### config.mk
export PLATFORM = sky130hd
export DESIGN_NAME = s38584_n5865_bank
export DESIGN_NICKNAME = d
export VERILOG_FILES = /design/src/rtl/s38584_pkg.sv /design/src/rtl/s38584_n5865_fn.sv /design/src/rtl/s38584_n5865_bank.sv
export SDC_FILE = /design/constraint.sdc
export NUM_CORES = 1
export LEC_CHECK = 0
export ABC_CLOCK_PERIOD_IN_PS = 4100
export BUFFER_PORTS_ARGS = -buffer_cell sky130_fd_sc_hd__buf_2
export CAP_MARGIN = 0
export CELL_PAD_IN_SITES_DETAIL_PLACEMENT = 0
export CELL_PAD_IN_SITES_GLOBAL_PLACEMENT = 1
export CORE_MARGIN = 5
export CORE_UTILIZATION = 29
export CTS_CLUSTER_SIZE = 10
export DETAILED_ROUTE_END_ITERATION = 8
export PLACE_DENSITY_LB_ADDON = 0.1
export SYNTH_ARGS = -nofsm -noshare
export SYNTH_HDL_FRONTEND = slang
export SYNTH_SLANG_ARGS = --single-unit
### constraint.sdc
create_clock -name clock -period 4.1 [get_ports clock]
set_clock_uncertainty 0.2 [all_clocks]
set_input_delay 0.82 -clock clock [delete_from_list [all_inputs] [get_ports clock]]
set_output_delay 0.82 -clock clock [all_outputs]
set_load 0.02 [all_outputs]
### src/rtl/s38584_pkg.sv
// Shared definitions for the s38584 n5865 channel bank: FSM states and the
// bit positions of the 35 named cone inputs inside one channel's vector.
package s38584_pkg;

  localparam int IN_W = 35;

  typedef enum logic [1:0] {
    S_IDLE  = 2'd0,
    S_RUN   = 2'd1,
    S_DRAIN = 2'd2,
    S_DONE  = 2'd3
  } state_e;

  // Bit index of each named signal within a channel vector, LSB first.
  localparam int G35   = 0;
  localparam int G1592 = 1;
  localparam int G112  = 2;
  localparam int G1668 = 3;
  localparam int G1636 = 4;
  localparam int G504  = 5;
  localparam int G113  = 6;
  localparam int G1075 = 7;
  localparam int G1211 = 8;
  localparam int G1205 = 9;
  localparam int G1216 = 10;
  localparam int G1221 = 11;
  localparam int G1183 = 12;
  localparam int G1135 = 13;
  localparam int G2130 = 14;
  localparam int G134  = 15;
  localparam int G99   = 16;
  localparam int G37   = 17;
  localparam int G1061 = 18;
  localparam int G1171 = 19;
  localparam int G979  = 20;
  localparam int G947  = 21;
  localparam int G2145 = 22;
  localparam int G2138 = 23;
  localparam int G482  = 24;
  localparam int G73   = 25;
  localparam int G528  = 26;
  localparam int G518  = 27;
  localparam int G72   = 28;
  localparam int G490  = 29;
  localparam int G209  = 30;
  localparam int G1193 = 31;
  localparam int G969  = 32;
  localparam int G1008 = 33;
  localparam int G691  = 34;

endpackage

### src/rtl/s38584_n5865_fn.sv
// Combinational n5865 next-state cone for a single channel; g1592 may be
// overridden by the caller's state bit when feedback is enabled.
module s38584_n5865_fn
  import s38584_pkg::*;
(
  input  logic [IN_W-1:0] vec_i,
  input  logic            fb_sel_i,
  input  logic            fb_val_i,
  output logic            f_o
);

  logic g1592;
  logic p_term;
  logic a_term;
  logic b_term;
  logic c_term;

  assign g1592 = fb_sel_i ? fb_val_i : vec_i[G1592];

  assign p_term = vec_i[G1075] &
                  ~(vec_i[G979] & ~vec_i[G1183] & vec_i[G1171] & vec_i[G1061] &
                    ~vec_i[G1221] & ~vec_i[G1216] & ~vec_i[G1205] & ~vec_i[G1211]);

  assign a_term = ~(vec_i[G2130] & ~vec_i[G2138] & ~vec_i[G2145]) &
                  (vec_i[G134] | (vec_i[G691] & ~vec_i[G209] & vec_i[G1193] &
                                  (vec_i[G1008] | vec_i[G969]))) &
                  (vec_i[G947] | ~vec_i[G1135]) &
                  ~p_term;

  assign b_term = vec_i[G112] & ~vec_i[G113] &
                  (vec_i[G134] | (vec_i[G37] & vec_i[G99])) &
                  ~vec_i[G504] & ~vec_i[G518] & ~vec_i[G528] &
                  (vec_i[G490] == vec_i[G73]) &
                  (vec_i[G72] == vec_i[G482]);

  assign c_term = (vec_i[G1636] & ~g1592) | vec_i[G1668];

  // A together with g1592 cancels the blocking effect of the A|B|C term.
  assign f_o = vec_i[G35] & ~((a_term | b_term | c_term) & ~(a_term & g1592));

endmodule

### src/rtl/s38584_n5865_bank.sv
// NCH-channel registered bank of the n5865 cone with an optional output
// pipeline and a MISR that compacts the outputs over a programmed window.
module s38584_n5865_bank
  import s38584_pkg::*;
#(
  parameter int               NCH      = 4,
  parameter int               PIPE     = 0,
  parameter int               FEEDBACK = 0,
  parameter int               SIG_W    = 16,
  parameter logic [SIG_W-1:0] POLY     = 16'h1021,
  parameter logic [SIG_W-1:0] SEED     = '1,
  parameter int               CNT_W    = 16
) (
  input  logic                clock,
  input  logic                reset,
  input  logic                start,
  input  logic [CNT_W-1:0]    window,
  input  logic                in_valid,
  input  logic [NCH*IN_W-1:0] in_vec,
  output logic [NCH-1:0]      out,
  output logic                out_valid,
  output logic                busy,
  output logic                done,
  output logic [SIG_W-1:0]    signature
);

  function automatic logic [SIG_W-1:0] misr_step(input logic [SIG_W-1:0] s,
                                                 input logic [NCH-1:0]   d);
    logic [SIG_W-1:0] dx;
    dx          = '0;
    dx[NCH-1:0] = d;
    return {s[SIG_W-2:0], 1'b0} ^ (s[SIG_W-1] ? POLY : '0) ^ dx;
  endfunction

  state_e             state_q, state_d;
  logic [CNT_W-1:0]   cnt_q, cnt_d;
  logic [SIG_W-1:0]   sig_q, sig_d;

  // Entry 0 is the per-channel state register, entries 1..PIPE the output stages.
  logic [PIPE:0][NCH-1:0] dat_q;
  logic [PIPE:0]          vld_q;

  logic [NCH-1:0] f;
  logic           accept;
  logic           stages_empty;
  logic           busy_w;

  for (genvar c = 0; c < NCH; c++) begin : g_ch
    s38584_n5865_fn u_fn (
      .vec_i    (in_vec[c*IN_W +: IN_W]),
      .fb_sel_i (FEEDBACK != 0),
      .fb_val_i (dat_q[0][c]),
      .f_o      (f[c])
    );
  end

  assign accept       = (state_q == S_RUN) && in_valid;
  assign stages_empty = ~|vld_q;
  assign busy_w       = (state_q == S_RUN) || (state_q == S_DRAIN);

  always_comb begin
    state_d = state_q;
    cnt_d   = cnt_q;
    sig_d   = sig_q;
    if (busy_w && vld_q[PIPE]) begin
      sig_d = misr_step(sig_q, dat_q[PIPE]);
    end
    case (state_q)
      S_IDLE: begin
        if (start) begin
          cnt_d   = window;
          sig_d   = SEED;
          state_d = (window == '0) ? S_DRAIN : S_RUN;
        end
      end
      S_RUN: begin
        if (in_valid) begin
          cnt_d = cnt_q - 1'b1;
          if (cnt_q == CNT_W'(1)) begin
            state_d = S_DRAIN;
          end
        end
      end
      S_DRAIN: begin
        if (stages_empty) begin
          state_d = S_DONE;
        end
      end
      S_DONE:  state_d = S_IDLE;
      default: state_d = S_IDLE;
    endcase
  end

  always_ff @(posedge clock) begin
    if (reset) begin
      state_q <= S_IDLE;
      cnt_q   <= '0;
      sig_q   <= '0;
      dat_q   <= '0;
      vld_q   <= '0;
    end else begin
      state_q  <= state_d;
      cnt_q    <= cnt_d;
      sig_q    <= sig_d;
      // Stage 0: state register loads only on accepted samples
      dat_q[0] <= accept ? f : dat_q[0];
      vld_q[0] <= accept;
      // Stages 1..PIPE: plain delay line carrying data and valid together
      for (int k = 1; k <= PIPE; k++) begin
        dat_q[k] <= dat_q[k-1];
        vld_q[k] <= vld_q[k-1];
      end
    end
  end

  assign out       = dat_q[PIPE];
  assign out_valid = vld_q[PIPE];
  assign busy      = busy_w;
  assign done      = (state_q == S_DONE);
  assign signature = sig_q;

endmodule

==> impl_metrics.toml <==
[status]
status = "completed"

[grt]
met2_usage = 0.273
grt_pass1_wl_um = 15300
grt_max_degree = 28
met1_usage = 0.214
gr-usage-all-layers = 0.169
antenna_found_initial = 1
grt_pass1_vias = 3116
overflow = 0
grt_use_met3 = 0.0521
busiest_layer = "met2"

[hold_path]
hp-class = "flip-flop to flip-flop"
holdCritStartpoint = "cnt_q[9]"
hold_end = "cnt_q[9]"
whs_path_depth = 2

[cells_and_area]
antenna_cells = 0
num-nets-final = 676
syn_to_final_growth_pct = 41.8
drive_gt1_frac = 0.380

[clock_tree]
h-tree-depth = 2
holdBufCountCts = 0
post_cts_resized = 0
cts_tree = "done"
path_clk_slew_ns = 0.08
cts_buffers = 5
clk-insertion-delay-late_ns = 0.29
cts_root_buffer = "clkbuf_8"
cts_buffer_depth = 2
cts.sinks = 39
post_cts_buffers = 0

[floorplanning]
die_y_um = 104
initial_core_util = 0.295
rows = 34
ios = 183
dieWidth_um = 104
die_area_um2 = 10800
core-area_um2 = 8680

[yosys]
synth_edf_count = 0
synthFlopType = "dfxtp_1"
yosysWarnings = 0
yosysSeqAreaShare = 0.305
ys_types = 47
synth_seq_cells = 39
synth_top_area_frac = 0.305
synth.area.top_cells = "dfxtp_1 31%, a21oi_1 7.4%, nand2_1 5.7%, o21ai_0 4.9%, a31oi_1 3.9%"
synth_cells = 341
ys_top_cells_by_count = "39 x dfxtp_1, 39 x nand2_1, 38 x a21oi_1"
async_reset_ff_frac = 0
synth_nets = 507
mappedNetlistArea_um2 = 2560
syn_avg_cell_area_um2 = 7.50
yosys.area.top_type = "dfxtp_1"

[critical_path]
required_ns = 4.13
critPathMaxFanout = 27
cp-end-kind = "flip-flop"
reg2reg_slack_ns = 1.63
ff2ff_path_depth = 8
crit_slowest_cell = "nor3_1"
cp_common_cell = "inv_1"
path_cells = "inv_1, ha_1, buf_4, inv_1, nor3_1, a32oi_1, nand2b_1, a21oi_1"
max_stage_delay_ns = 0.52
worstPathArrival_ns = 2.50
path_class = "flip-flop to flip-flop"
critPathTopFamily = "buffers and inverters"
startpoint_type = "flip-flop"
reg2reg_from = "state_q[1]"
timing.rr.end = "cnt_q[13]"
path_depth = 8
path_buf_inv = 3

[sta]
fin_crit_ns = 2.47
final-setup-viol-count = 0
hold_violations = 0
setup_ws_ns = 1.63
whs_ns = 0.275
max_freq_ghz = 0.406
slew_headroom = 0.335
fin_crit_sh = 0.601
worst_pin_slew_ns = 0.993
rsz0062_at_grt = "no"
fin_setup_tns_ns = 0
slew_violations = 0

[power_and_ir_drop]
ir_drop_uv = 210
p_leak_uw = 0.00167
p_per_area_nw_per_um2 = 524
total_power_uw = 1900

[detailed_routing]
drc = 0
wl_per_cell_um = 15.4
finalWirelength_um = 9540
drt_first_pass_iters = 4
viasPerCell = 5.02
drtIter0Drc = 129
drtAntennaViolNets = 0
vias = 3109

[placed_design]
dp_slack_ns = 1.52
hpwlAfterDp_um = 7860
gp_congestion = 0.828
io_buffers = 182

[job]
maxCapViolations = 0
[final cells by class]
type                       count  area (um2)
fill                         937        5050
multi-input combinational    265        1620
timing repair buffer         184         926
sequential                    39         781
tap                          108         135
clock buffer                   5        68.8
inverter                      15        56.3
clock inverter                 3        43.8
[cell usage in the layout, fill, tap and decap left out, types with 2 or more instances in the layout]
cell	n
a211oi_1	4
a21oi_1	38
a31oi_1	16
a32o_1	4
buf_2	182
buf_4	2
clkbuf_8	5
dfxtp_1	39
ha_1	6
inv_1	15
mux2i_1	6
nand2_1	39
nand2b_1	7
nand3_1	3
nand3b_1	5
nand4_1	2
nand4b_1	5
nor2_1	21
nor2b_1	3
nor3_1	13
nor3b_1	4
nor4_1	6
o211ai_1	10
o21ai_0	25
o41ai_1	4
or3_1	7
or4_1	6
xnor2_1	6
xor2_1	8
[worst max path at each step]
stage                     from    endpoint
finish              state_q[1]   cnt_q[13]
global route        state_q[1]   cnt_q[14]
CTS                 state_q[1]   cnt_q[13]
detailed placement  window[13]  state_q[1]
global placement    window[13]  state_q[1]
floorplan           in_vec[11]      out[0]
[kinds of logic (layout without fill, tap and decap cells)]
logic type | after synthesis | after routing | share of synthesized area
fa+ha+maj | 6 | 6 | 0.0293
simple gates | 125 | 125 | 0.256
flops | 39 | 39 | 0.305
xor+xnor | 14 | 14 | 0.0479
compound gates | 114 | 114 | 0.275
buf+inv | 37 | 207 | 0.0631
mux | 6 | 6 | 0.0235
[state kept, by name, summed over array words and instances (netlist names)]
signal / cells
out_valid: 1
state_q: 2
cnt_q: 16
signature: 16
out: 4
[metrics by stage]
stage	instance area (um2)	instances	utilization
after floorplan	2560	341	-
after global placement	3510	611	0.405
after CTS	3630	619	0.418
final	3630	619	0.418
after detailed placement	3510	611	0.405
after global routing	3630	619	0.418
[power by group]
part           total, uW  leakage (uW)  switching, uW  internal (uW)
sequential           590      0.000322            104            486
combinational        983       0.00129            608            375
clock                326     0.0000581            145            181
[routing by layer]
metal,wire length (um),share of wire
met1,3950,0.41
met2,4550,0.48
met3,810,0.085
met4,216,0.023
met5,11,0.0012
[tightest hold or removal path: stages (launching register included)]
cell     delay, ns
dfxtp_1       0.31
o21ai_0       0.07
a21oi_1       0.06
Note: power is estimated with default switching activity, not from simulation.
